$ cat config.mk
export PLATFORM = sky130hd
export DESIGN_NAME = vss_partition_flow_tdm_rx_align
export DESIGN_NICKNAME = d
export VERILOG_FILES = /design/src/rtl/vss_partition_flow_pkg.sv /design/src/rtl/vss_partition_flow_rx_slot_ctr.sv /design/src/rtl/vss_partition_flow_tdm_rx_align.sv
export SDC_FILE = /design/constraint.sdc
export NUM_CORES = 1
export LEC_CHECK = 0
export CORE_ASPECT_RATIO = 2
export CORE_MARGIN = 2
export CORE_UTILIZATION = 55
export DETAILED_ROUTE_END_ITERATION = 16
export MAX_ROUTING_LAYER = met4
export PLACE_DENSITY = 0.92
export SLEW_MARGIN = 20
export SYNTH_ARGS = -nofsm -noshare
export SYNTH_HDL_FRONTEND = slang
export SYNTH_HIERARCHICAL = 1
export SYNTH_SLANG_ARGS = --single-unit
$ cat constraint.sdc
create_clock -name fastclk -period 5.2 [get_ports fastclk]
set_input_delay 1.04 -clock fastclk [delete_from_list [all_inputs] [get_ports fastclk]]
set_output_delay 1.04 -clock fastclk [all_outputs]
set_load 0.1 [all_outputs]
$ cat src/rtl/vss_partition_flow_pkg.sv
// Shared definitions for the VSS partition-flow TDM receiver.
// Optional parity slot support is selected by VSS_PARTITION_FLOW_RX_PARITY_EN.
package vss_partition_flow_pkg;

  typedef enum logic [1:0] {
    HUNT   = 2'd0,
    CHECK  = 2'd1,
    LOCKED = 2'd2
  } rx_state_t;

  localparam logic [7:0] SYNC_PATTERN_DEFAULT = 8'hA5;

  // Slots per frame: the sync slot, the data slots and, when enabled, a parity slot.
  function automatic int frame_len(input int num_slots);
`ifdef VSS_PARTITION_FLOW_RX_PARITY_EN
    return num_slots + 2;
`else
    return num_slots + 1;
`endif
  endfunction

endpackage

$ cat src/rtl/vss_partition_flow_rx_slot_ctr.sv
// Frame slot counter: cleared while hunting, loaded with 1 on the first sync
// hit, otherwise free-running and wrapping F-1 -> 0.
module vss_partition_flow_rx_slot_ctr #(
  parameter int NUM_SLOTS = 4,
  parameter int F         = 5,
  parameter int CW        = 3
) (
  input  logic          fastclk,
  input  logic          reset,
  input  logic          clear,
  input  logic          load1,
  output logic [CW-1:0] slot,
  output logic          sync_slot,
  output logic          last_data_slot
);

  localparam logic [CW-1:0] SLOT_ZERO = {CW{1'b0}};
  localparam logic [CW-1:0] SLOT_ONE  = CW'(1);
  localparam logic [CW-1:0] SLOT_LAST = CW'(F - 1);
  localparam logic [CW-1:0] SLOT_DATA_LAST = CW'(NUM_SLOTS);

  // Slot position within the frame; clear wins over load1, load1 over advance.
  always_ff @(posedge fastclk) begin
    if (reset) begin
      slot <= SLOT_ZERO;
    end else if (clear) begin
      slot <= SLOT_ZERO;
    end else if (load1) begin
      slot <= SLOT_ONE;
    end else if (slot == SLOT_LAST) begin
      slot <= SLOT_ZERO;
    end else begin
      slot <= slot + SLOT_ONE;
    end
  end

  assign sync_slot      = (slot == SLOT_ZERO);
  assign last_data_slot = (slot == SLOT_DATA_LAST);

endmodule

$ cat src/rtl/vss_partition_flow_tdm_rx_align.sv
// Self-aligning framed TDM receiver: hunts for the sync slot, confirms lock,
// demultiplexes data slots into a shadow frame and publishes it atomically
// once the closing sync matches. A frame that follows a missed sync is
// dropped even if its closing sync is good.
// Optional parity slot: define VSS_PARTITION_FLOW_RX_PARITY_EN.
module vss_partition_flow_tdm_rx_align
  import vss_partition_flow_pkg::*;
#(
  parameter int               WIDTH        = 8,
  parameter int               NUM_SLOTS    = 4,
  parameter logic [WIDTH-1:0] SYNC_PATTERN = WIDTH'(SYNC_PATTERN_DEFAULT),
  parameter int               LOCK_CONFIRM = 2,
  parameter int               LOSS_THRESH  = 3
) (
  input  logic                       fastclk,
  input  logic                       reset,
  input  logic [WIDTH-1:0]           in,
  output logic [NUM_SLOTS*WIDTH-1:0] out_data,
  output logic                       frame_valid,
  output logic                       locked,
  output logic                       sync_miss
`ifdef VSS_PARTITION_FLOW_RX_PARITY_EN
  ,
  output logic                       parity_err
`endif
);

  localparam int F   = frame_len(NUM_SLOTS);
  localparam int CW  = $clog2(F);
  localparam int CFW = $clog2(LOCK_CONFIRM + 1);
  localparam int MW  = $clog2(LOSS_THRESH + 1);

  localparam logic [CFW-1:0] CONFIRM_LAST = CFW'(LOCK_CONFIRM - 1);
  localparam logic [CFW-1:0] CONFIRM_ONE  = CFW'(1);
  localparam logic [MW-1:0]  MISS_LAST    = MW'(LOSS_THRESH - 1);
  localparam logic [MW-1:0]  MISS_ONE     = MW'(1);

  rx_state_t                  state_r;
  rx_state_t                  state_nxt_s;
  logic [CW-1:0]              slot_s;
  logic                       sync_slot_s;
  logic                       last_data_slot_s;
  logic                       slot_clear_s;
  logic                       slot_load1_s;
  logic [CFW-1:0]             confirm_r;
  logic [MW-1:0]              miss_r;
  logic [NUM_SLOTS*WIDTH-1:0] shadow_r;
  logic                       frame_ok_r;
  logic                       frame_full_r;
  logic                       sync_match_s;
  logic                       in_frame_s;
  logic                       sync_check_s;
  logic                       sync_good_s;
  logic                       sync_bad_s;
  logic                       lock_point_s;
  logic                       parity_ok_s;
  logic                       publish_s;

  assign sync_match_s = (in == SYNC_PATTERN);

  vss_partition_flow_rx_slot_ctr #(
    .NUM_SLOTS (NUM_SLOTS),
    .F         (F),
    .CW        (CW)
  ) u_slot_ctr (
    .fastclk        (fastclk),
    .reset          (reset),
    .clear          (slot_clear_s),
    .load1          (slot_load1_s),
    .slot           (slot_s),
    .sync_slot      (sync_slot_s),
    .last_data_slot (last_data_slot_s)
  );

`ifdef VSS_PARTITION_FLOW_RX_PARITY_EN
  localparam logic [CW-1:0] PARITY_SLOT = CW'(F - 1);

  logic [WIDTH-1:0] parity_r;

  // XOR of every data slot of a captured frame.
  function automatic logic [WIDTH-1:0] frame_parity(input logic [NUM_SLOTS*WIDTH-1:0] frame);
    logic [WIDTH-1:0] acc;
    acc = {WIDTH{1'b0}};
    for (int k = 0; k < NUM_SLOTS; k++) begin
      acc = acc ^ frame[k*WIDTH +: WIDTH];
    end
    return acc;
  endfunction

  assign parity_ok_s = (parity_r == frame_parity(shadow_r));

  // Capture the received parity slot and flag good-sync frames whose parity disagrees.
  always_ff @(posedge fastclk) begin
    if (reset) begin
      parity_r   <= {WIDTH{1'b0}};
      parity_err <= 1'b0;
    end else begin
      if (in_frame_s && (slot_s == PARITY_SLOT)) begin
        parity_r <= in;
      end
      parity_err <= sync_good_s && frame_full_r && !parity_ok_s;
    end
  end
`else
  assign parity_ok_s = 1'b1;
`endif

  // FSM state register.
  always_ff @(posedge fastclk) begin
    if (reset) begin
      state_r <= HUNT;
    end else begin
      state_r <= state_nxt_s;
    end
  end

  // FSM next state and slot counter control.
  always_comb begin
    state_nxt_s  = state_r;
    slot_clear_s = 1'b0;
    slot_load1_s = 1'b0;
    case (state_r)
      HUNT: begin
        if (sync_match_s) begin
          state_nxt_s  = CHECK;
          slot_load1_s = 1'b1;
        end else begin
          slot_clear_s = 1'b1;
        end
      end
      CHECK: begin
        if (sync_slot_s && !sync_match_s) begin
          state_nxt_s  = HUNT;
          slot_clear_s = 1'b1;
        end else if (sync_slot_s && (confirm_r == CONFIRM_LAST)) begin
          state_nxt_s = LOCKED;
        end else begin
          state_nxt_s = CHECK;
        end
      end
      LOCKED: begin
        if (sync_slot_s && !sync_match_s && (miss_r == MISS_LAST)) begin
          state_nxt_s  = HUNT;
          slot_clear_s = 1'b1;
        end else begin
          state_nxt_s = LOCKED;
        end
      end
      default: begin
        state_nxt_s  = HUNT;
        slot_clear_s = 1'b1;
      end
    endcase
  end

  // FSM outputs: sync-slot classification and the publish decision.
  always_comb begin
    in_frame_s   = (state_r == CHECK) || (state_r == LOCKED);
    sync_check_s = in_frame_s && sync_slot_s;
    sync_good_s  = sync_check_s && sync_match_s;
    sync_bad_s   = sync_check_s && !sync_match_s;
    lock_point_s = (state_r == CHECK) && sync_good_s && (confirm_r == CONFIRM_LAST);
    if (((state_r == LOCKED) && sync_good_s) || lock_point_s) begin
      publish_s = frame_full_r && parity_ok_s;
    end else begin
      publish_s = 1'b0;
    end
  end

  // Confirm and miss counters.
  always_ff @(posedge fastclk) begin
    if (reset) begin
      confirm_r <= {CFW{1'b0}};
      miss_r    <= {MW{1'b0}};
    end else begin
      if (state_r == HUNT) begin
        confirm_r <= {CFW{1'b0}};
      end else if ((state_r == CHECK) && sync_good_s) begin
        confirm_r <= confirm_r + CONFIRM_ONE;
      end
      if ((state_r != LOCKED) || sync_good_s) begin
        miss_r <= {MW{1'b0}};
      end else if (sync_bad_s) begin
        miss_r <= (miss_r == MISS_LAST) ? {MW{1'b0}} : (miss_r + MISS_ONE);
      end
    end
  end

  // Shadow frame capture and tracking of whether it opened with a good sync.
  always_ff @(posedge fastclk) begin
    if (reset) begin
      shadow_r     <= {(NUM_SLOTS*WIDTH){1'b0}};
      frame_ok_r   <= 1'b0;
      frame_full_r <= 1'b0;
    end else begin
      for (int k = 0; k < NUM_SLOTS; k++) begin
        if (in_frame_s && (slot_s == CW'(k + 1))) begin
          shadow_r[k*WIDTH +: WIDTH] <= in;
        end
      end
      if (state_r == HUNT) begin
        frame_ok_r <= sync_match_s;
      end else if (sync_check_s) begin
        frame_ok_r <= sync_match_s;
      end
      if ((state_r == HUNT) || sync_check_s) begin
        frame_full_r <= 1'b0;
      end else if (last_data_slot_s) begin
        frame_full_r <= frame_ok_r;
      end
    end
  end

  // Registered outputs.
  always_ff @(posedge fastclk) begin
    if (reset) begin
      out_data    <= {(NUM_SLOTS*WIDTH){1'b0}};
      frame_valid <= 1'b0;
      locked      <= 1'b0;
      sync_miss   <= 1'b0;
    end else begin
      if (publish_s) begin
        out_data <= shadow_r;
      end
      frame_valid <= publish_s;
      locked      <= (state_nxt_s == LOCKED);
      sync_miss   <= sync_bad_s;
    end
  end

endmodule
## Yosys cells after proc, flatten, opt, wreduce, memory -nomap -nowiden

Cells that the tools add are included.

- Register bits: 78
- Input bits: 10
- Output and inout port bits: 35
- Logic and storage cells: 72

- Add/subtract/negate cells: 3
- Equality and inequality tests: 11
- Mux-type cells: 17
- Reduce and logical (&&, ||, !) cells: 26

Operators by type and width:

| operator | number |
|---|---|
| logical AND 1 bit | 13 |
| two-way mux 1 bit | 10 |
| two-way mux 2 bit | 5 |
| == test 8 bit (second input constant) | 1 |
| OR reduction 2 bit | 4 |
| == test 2 bit (second input constant) | 3 |
| == test 3 x 2 -> 1 bit (second input constant) | 2 |
| one-hot mux 2 bit (3 select lines) | 1 |
| adder 2 x 1 -> 2 bit (second input constant) | 2 |
| == test 2 x 1 -> 1 bit (second input constant) | 2 |
| logical OR 1 bit | 4 |
| OR reduction 4 bit | 1 |
| adder 3 x 1 -> 3 bit (second input constant) | 1 |
| == test 3 x 1 -> 1 bit (second input constant) | 1 |
| == test 3 bit (second input constant) | 1 |
| logical NOT 3 bit | 1 |
| one-hot mux 1 bit (3 select lines) | 1 |
| logical NOT 2 bit | 1 |
| != test 2 bit (second input constant) | 1 |
| nonzero test 2 bit | 1 |
| logical NOT 1 bit | 1 |

## Logic depth before layout (Yosys ltp)

Gate-level depths: netlist of run 1.

- Depth after elaboration: 8
- Mapped depth: 9
- Gate-level depth less buffers: 7

## By module

The synthesis of run 1 kept the hierarchy.

By module, submodules not included:

| module | times used | cells each | area an instance (um^2) | seq. area each (um^2) |
|---|---|---|---|---|
| vss_partition_flow_tdm_rx_align | 1 | 287 | 2,871.5 | 1,501.4 |
| vss_partition_flow_rx_slot_ctr | 1 | 17 | 166.4 | 60.1 |

## Worst setup path before layout of run 1

OpenSTA, ideal clock, no wires.

- Path type: input to register
- Start point: input port in[3]
- End point: register out_data[10]
- Library setup time: 0.128 ns
- Arrival time: 2.640 ns
- Path slack: 2.433 ns
- Stages: 6
- Buffers on the path: 2
- Path through: or4b_1 > buf_2 > nor4_4 > buf_6 > mux2i_1 > nor2_1

- Cells in the longest elaborated chain, start to end: 6
- Elaborated cells on any way between the ends: 7
- Classes of those cells: 1 x eq/ne; 1 x mux; 5 x reduce/logical

Ends and longest elaborated chain:

| what | RTL line | source |
|---|---|---|
| start: declaration | vss_partition_flow_tdm_rx_align.sv:17 | `input logic [WIDTH-1:0] in,` |
| == test 8 bit (*) | vss_partition_flow_tdm_rx_align.sv:59 | `assign sync_match_s = (in == SYNC_PATTERN);` |
| logical AND 1 bit (*) | vss_partition_flow_tdm_rx_align.sv:160 | `sync_good_s = sync_check_s && sync_match_s;` |
| logical AND 1 bit (2 in a row) | vss_partition_flow_tdm_rx_align.sv:162 | `lock_point_s = (state_r == CHECK) && sync_good_s && (confirm_r == CONFIRM_LAST);` |
| logical OR 1 bit (*) | vss_partition_flow_tdm_rx_align.sv:163 | `if (((state_r == LOCKED) && sync_good_s) \|\| lock_point_s) begin` |
| two-way mux 1 bit (*) | vss_partition_flow_tdm_rx_align.sv:163 |  |
| end signal: assignment | vss_partition_flow_tdm_rx_align.sv:217 | `out_data <= {(NUM_SLOTS*WIDTH){1'b0}};` |
| end signal: assignment | vss_partition_flow_tdm_rx_align.sv:223 | `out_data <= shadow_r;` |
| end: declaration | vss_partition_flow_tdm_rx_align.sv:18 | `output logic [NUM_SLOTS*WIDTH-1:0] out_data,` |

Every way passes the cells marked *; elsewhere a longest branch is shown, timed or not.
A chain may end at the register's enable or synchronous reset.

## Final worst setup path of run 1

- Start point: input port in[3]
- End point: register out_data[11]

The elaborated chain is that of the path after synthesis.

==> reports/metrics.cfg, run 1 <==
[sta]
rsz0062_at_grt=false
fmax_mhz=276
setup_viol=0
finalMaxSlewViolations=0
post-route-period-util_pct=69.7
post-route-min-period_ns=3.62
setup_tns_ns=0
fin_worst_skew_ns=0.00515
hold_viol_final=0
slew_headroom_pct=34.3
worstMarginPinSlew_ns=0.983
holdWs_ns=0.458
worst_slack_ns=1.58

[layout]
final_cell_mix=dfxtp_1 (78), nor2_1 (60), mux2i_1 (57)
drive_gt1_share_pct=6.84
fin_cells=411
fin_nets=363
area_growth_pct=21.8
final_common_cell=dfxtp_1
fillers=408
final_core_util_pct=68.9
insertedDiodeCount=0

[synth]
netlist_instances=304
synth-seq-cells=78
synth-main-ff-cell=dfxtp_1
yosys_warnings=6
ys_seq_area_share_pct=51.4
synth.area.top_cells=dfxtp_1 (51%), mux2i_1 (19%), nor2_1 (7.4%)
syn_area_per_cell_sq_um=9.99
synth.top_cell.area_share_pct=51.4
netlist_area_sq_um=3040
synth_edf_count=0
synth_nets=321
synth-async-reset-ratio_pct=0
yosys.area.top_type=dfxtp_1
ys_types=37

[clock_tree]
postCtsHoldBufs=0
cts_max_path_buffers=2
cts_sinks=78
cts_resized=0
clk_pin_slew_ns=0.08
clkLatencyLatePin_ns=0.35
cts_tree=built
post_cts_buffers=0
h-tree-depth=3
cts_inserted_buffers=9
root_buffer=clkbuf_8

[floorplanning]
io_pins=45
initial_core_util_pct=56.5
fp.dieArea_sq_um=6170
die_w_um=56.6
die_h_um=109
rows=38
coreArea_sq_um=5370

[critical_path]
worst_setup_path_start_kind=input pin
crit_chain=clkdlybuf4s50_1, or4b_1, nor4_4, buf_4, mux2i_1, nor2_1
cp.required_ns=5.41
path_class=in2reg
path_max_fanout=12
endpoint_kind=register
cp.arrival_ns=3.83
slowest_delay_ns=0.89
crit_slowest_cell=nor4_4

[route]
num_vias=2231
vias_per_cell=5.43
detail_route.wirelength_mm=6.15
drc=0
wl_per_cell_um=15.0
drtIter0Drc=59
ant_nets=0
drt_pass1_iterations=4

[pwr]
power_leakage_nw=1.25
powerDensity_nw_per_um2=306
p_sw_share_pct=21.9
pwr-share-comb_pct=4.6
ir_drop_mv=0.264
p_int_mw=0.885
p_seq_share_pct=53.1
p_clk_share_pct=42.3
power.switching_mw=0.249

[job]
max-cap-violations=0

[grt]
gr-usage-all-layers_pct=22.0
antenna_found_initial=0
grt_max_degree=77
grt_pass1_vias=2211
gr-total-overflow=0
grt_pass1_wl_mm=10.0

[placed_design]
pre_cts_ws_ns=1.22
io_buffers=44
dpl.hpwl_mm=4.19
dp.cells=395
gp_congestion=0.809

[run_status]
outcome=completed

[hold_path]
hold_path_class=reg2reg

cell families (layout without fill, tap and decap cells):
kind of cell             count (synthesis)  in the layout  synth area share [%]
flip-flops                              78             78                  51.4
AO/OA/AOI/OAI                           27             27                  5.31
AND/OR/NAND/NOR                        112            112                  17.6
XOR/XNOR                                 1              1                 0.288
multiplexers                            58             58                  19.2
adder cells (fa/ha/maj)                  7              7                  2.88
buffers and inverters                   21             68                  3.38
metal layers:
layer	vias up	part of all wire (%)	global-route usage (%)
met2	48	54	37.6
met5	-	0	-
met1	1048	39	22.9
met4	0	3.6	13.3
li1	1116	-	-
met3	19	3.7	4.39
final timing paths:
path	start	endpoint	slack [ns]	cells past startpoint
max	in[3]	out_data[11]	1.58	6
min	shadow_r[18]	shadow_r[18]	0.46	2
max reg2reg	u_slot_ctr/slot[0]	out_data[11]	2.47	8
min reg2reg	shadow_r[18]	shadow_r[18]	0.46	2
state kept, by name (all words and copies together), names as in the netlist:
signal and cells:
miss_r 2, sync_miss 1, locked 1, frame_ok_r 1, shadow_r 32, state_r 2, out_data 32, confirm_r 2
frame_valid 1, u_slot_ctr/slot 3, frame_full_r 1
cell type report:
cell class | count | area (sq um) | share of cell area [%]
flip-flops and latches | 78 | 1560 | 42.2
multi-input cells | 205 | 1370 | 37.1
repair buffers | 47 | 458 | 12.4
clock buffers | 10 | 128 | 3.45
clock inverters | 6 | 86.3 | 2.33
well taps | 60 | 75.1 | 2.03
inverters | 5 | 18.8 | 0.507
critical path: cells and delay by family:
family | cells | cell delay [ns]
muxes | 1 | 0.22
and+or+nand+nor | 3 | 1.65
buffers and inverters | 2 | 0.91
power groups by stage:
stage                     clock network (mW)  logic [mW]  registers [mW]
after CTS                              0.487      0.0522           0.602
final                                  0.479      0.0524           0.602
after floorplan                            0      0.0249           0.623
after detailed placement                   0      0.0516           0.616
after global routing                   0.510      0.0561           0.602
after global placement                     0      0.0511           0.616
cells in the mapped netlist (all sizes together), types with 2 or more instances:
cell,instances
nor2,60
clkbuf,12
nor3b,2
nand2,23
mux2i,57
inv,5
ha,7
nor3,5
dfxtp,78
or4b,2
nand2b,2
nor2b,3
buf,4
a21oi,16
nand3,4
o21ai,3
a2111oi,3
and2,2
and3b,2
metrics by stage:
step           area [sq um]  power (mW)
5_1_grt                3700        1.17
2_1_floorplan          3040       0.648
3_5_place_dp           3490       0.667
6_report               3700        1.13
4_1_cts                3700        1.14
3_3_place_gp           3490       0.667
Power figures use the tool's default switching activity.
==> inputs of run 2 (changes only) <==
--- a/config.mk
+++ b/config.mk
@@ -7,10 +7,10 @@
 export LEC_CHECK = 0
 export CORE_ASPECT_RATIO = 2
 export CORE_MARGIN = 2
-export CORE_UTILIZATION = 55
+export CORE_UTILIZATION = 48
 export DETAILED_ROUTE_END_ITERATION = 16
 export MAX_ROUTING_LAYER = met4
-export PLACE_DENSITY = 0.92
+export PLACE_DENSITY = 0.86
 export SLEW_MARGIN = 20
 export SYNTH_ARGS = -nofsm -noshare
 export SYNTH_HDL_FRONTEND = slang
==> constraint.sdc (replaced) <==
create_clock -name fastclk -period 3.1 [get_ports fastclk]
set_input_delay 0.62 -clock fastclk [delete_from_list [all_inputs] [get_ports fastclk]]
set_output_delay 0.62 -clock fastclk [all_outputs]
set_load 0.1 [all_outputs]
==> reports/metrics.cfg, run 2 (synthesized netlist as in run 1, its figures left out) <==
[run_status]
outcome=completed

[clock_tree]
cts_resized=0  ; unchanged
clk_pin_slew_ns=0.06  ; -0.02 ns
cts_max_path_buffers=2  ; unchanged
postCtsHoldBufs=0  ; unchanged
post_cts_buffers=0  ; unchanged
root_buffer=clkbuf_16
cts_tree=built
cts_inserted_buffers=9  ; unchanged
cts_sinks=78  ; unchanged
h-tree-depth=3  ; unchanged
clkLatencyLatePin_ns=0.33  ; -0.02 ns

[route]
drtIter0Drc=116  ; +97%
detail_route.wirelength_mm=6.34  ; +3.1%
drt_pass1_iterations=5  ; +1
drc=0  ; unchanged
wl_per_cell_um=14.3  ; -4.8%
num_vias=2303  ; +3.2%
vias_per_cell=5.18  ; -4.7%
ant_nets=0  ; unchanged

[grt]
grt_max_degree=41  ; -47%
gr-usage-all-layers_pct=20.5  ; -1.6 points
gr-total-overflow=0  ; unchanged
grt_pass1_vias=2235  ; +1.1%
antenna_found_initial=0  ; unchanged
grt_pass1_wl_mm=10.5  ; +5.2%

[pwr]
power_leakage_nw=1.40  ; +12%
ir_drop_mv=0.471  ; +78%
powerDensity_nw_per_um2=571  ; +86%

[layout]
fin_nets=371  ; +2.2%
fillers=509  ; +25%
area_growth_pct=25.2
largestRegisters=out_data: 32 flops, shadow_r: 32 flops, u_slot_ctr/slot: 3 flops
final_common_cell=dfxtp_1
final_area_sq_um=3800  ; +2.7%
insertedDiodeCount=0  ; unchanged
final_cell_mix=dfxtp_1 (78), nor2_1 (60), mux2i_1 (57)
drive_gt1_share_pct=18.7  ; +12 points

[critical_path]
ff2ff_path_depth=8  ; unchanged
path_max_fanout=6  ; -6
crit_chain=clkdlybuf4s50_1, or4b_1, nor2_1, mux2_2, a2111oi_0
worst_setup_path_start_kind=input pin
path_class=in2reg
crit_start=in[6]
cp.arrival_ns=2.86  ; -0.97 ns
crit_slowest_cell=or4b_1
crit_buf_inv=1  ; -1
worst-path-stages=5  ; -1
endpoint_kind=register
cpLargestDelayFamily=simple AND/OR/NAND/NOR gates
slowest_delay_ns=0.66  ; -0.23 ns
reg2reg_slack_ns=0.92  ; -1.55 ns
cp.required_ns=3.28  ; -2.13 ns
timing.rr.start=u_slot_ctr/slot[0]
reg2reg_to=out_data[3]

[floorplanning]
io_pins=45  ; unchanged
die_h_um=117  ; +6.8%
coreArea_sq_um=6210  ; +16%
fp.dieArea_sq_um=7020  ; +14%
initial_core_util_pct=48.9  ; -7.6 points
rows=41  ; +7.9%
die_w_um=60.3  ; +6.6%

[hold_path]
min_path_cells=2  ; unchanged
hp-start=shadow_r[20]
hold_end=shadow_r[20]
hold_path_class=reg2reg

[placed_design]
dpl.hpwl_mm=4.55  ; +8.5%
pre_cts_ws_ns=0.117  ; -1.10 ns
gp_congestion=0.852  ; +5.3%
io_buffers=44  ; unchanged
placed_area_sq_um=3490  ; +0.14%

[sta]
slew_headroom_pct=44.8  ; +10 points
rsz0062_at_grt=false
worstMarginPinSlew_ns=0.824  ; -0.159 ns
worst_slack_ns=0.419  ; -1.16 ns
post-route-period-util_pct=86.5
fin_worst_skew_ns=0.00647  ; +0.00132 ns
hold_viol_final=0  ; unchanged
fmax_mhz=373
finalMaxSlewViolations=0  ; unchanged
post-route-min-period_ns=2.68
setup_tns_ns=0  ; unchanged
setup_viol=0  ; unchanged

[job]
max-cap-violations=0  ; unchanged

[run 2: per-stage QoR]
step	util, %	hold WS [ns]	power (mW)	cells
global route	61.3	0.489	2.23	445
finish	61.3	0.457	2.17	445
floorplan	-	0.436	1.09	304
detailed placement	56.3	0.451	1.13	429
CTS	61.3	0.459	2.18	445
global placement	56.3	0.447	1.12	429
[run 2: layout make-up]
cell class                 count  area [sq um]  area share [%]
sequential                    78          1560            41.1
multi-input combinational    205          1370            36.1
timing repair buffer          55           430            11.3
clock buffer                  12           256            6.75
tap                           86           108            2.83
clock inverter                 4          53.8            1.41
inverter                       5          18.8           0.494
[run 2: worst reg2reg max path, delay by kind of cell (launching register included)]
kind,cells,cell delay [ns]
simple gates,4,0.79
buf+inv,2,0.42
flops,1,0.38
mux,1,0.25
fa+ha+maj,1,0.20
[run 2: how the worst max path moves through the flow]
| stage | end | slack [ns] |
|---|---|---|
| 2_1_floorplan | out_data[10] | 0.75 |
| 6_report | locked | 0.42 |
| 5_1_grt | u_slot_ctr/slot[1] | 0.39 |
| 4_1_cts | locked | 0.45 |
| 3_3_place_gp | out_data[3] | 0.22 |
| 3_5_place_dp | locked | 0.12 |
[run 2: per-layer routing]
metal / wire (um) / global-route usage [%]
met4: 103 / 8.30
met5: 0 / -
met3: 237 / 3.99
met2: 3270 / 32.8
met1: 2740 / 24.7
[run 2: power by group]
part	total (mW)	internal (mW)	switching (mW)
combinational	0.0944	0.0319	0.0625
clock	1.07	0.670	0.396
sequential	1.01	1.01	0.00404
total	2.17	1.71	0.462
==> inputs of run 3 (changes only) <==
--- a/config.mk
+++ b/config.mk
@@ -16,3 +16,4 @@
 export SYNTH_HDL_FRONTEND = slang
 export SYNTH_HIERARCHICAL = 1
 export SYNTH_SLANG_ARGS = --single-unit
+export TNS_END_PERCENT = 1
==> results of run 3 <==
The final DEF is identical to that of run 2; final timing and power are the same.
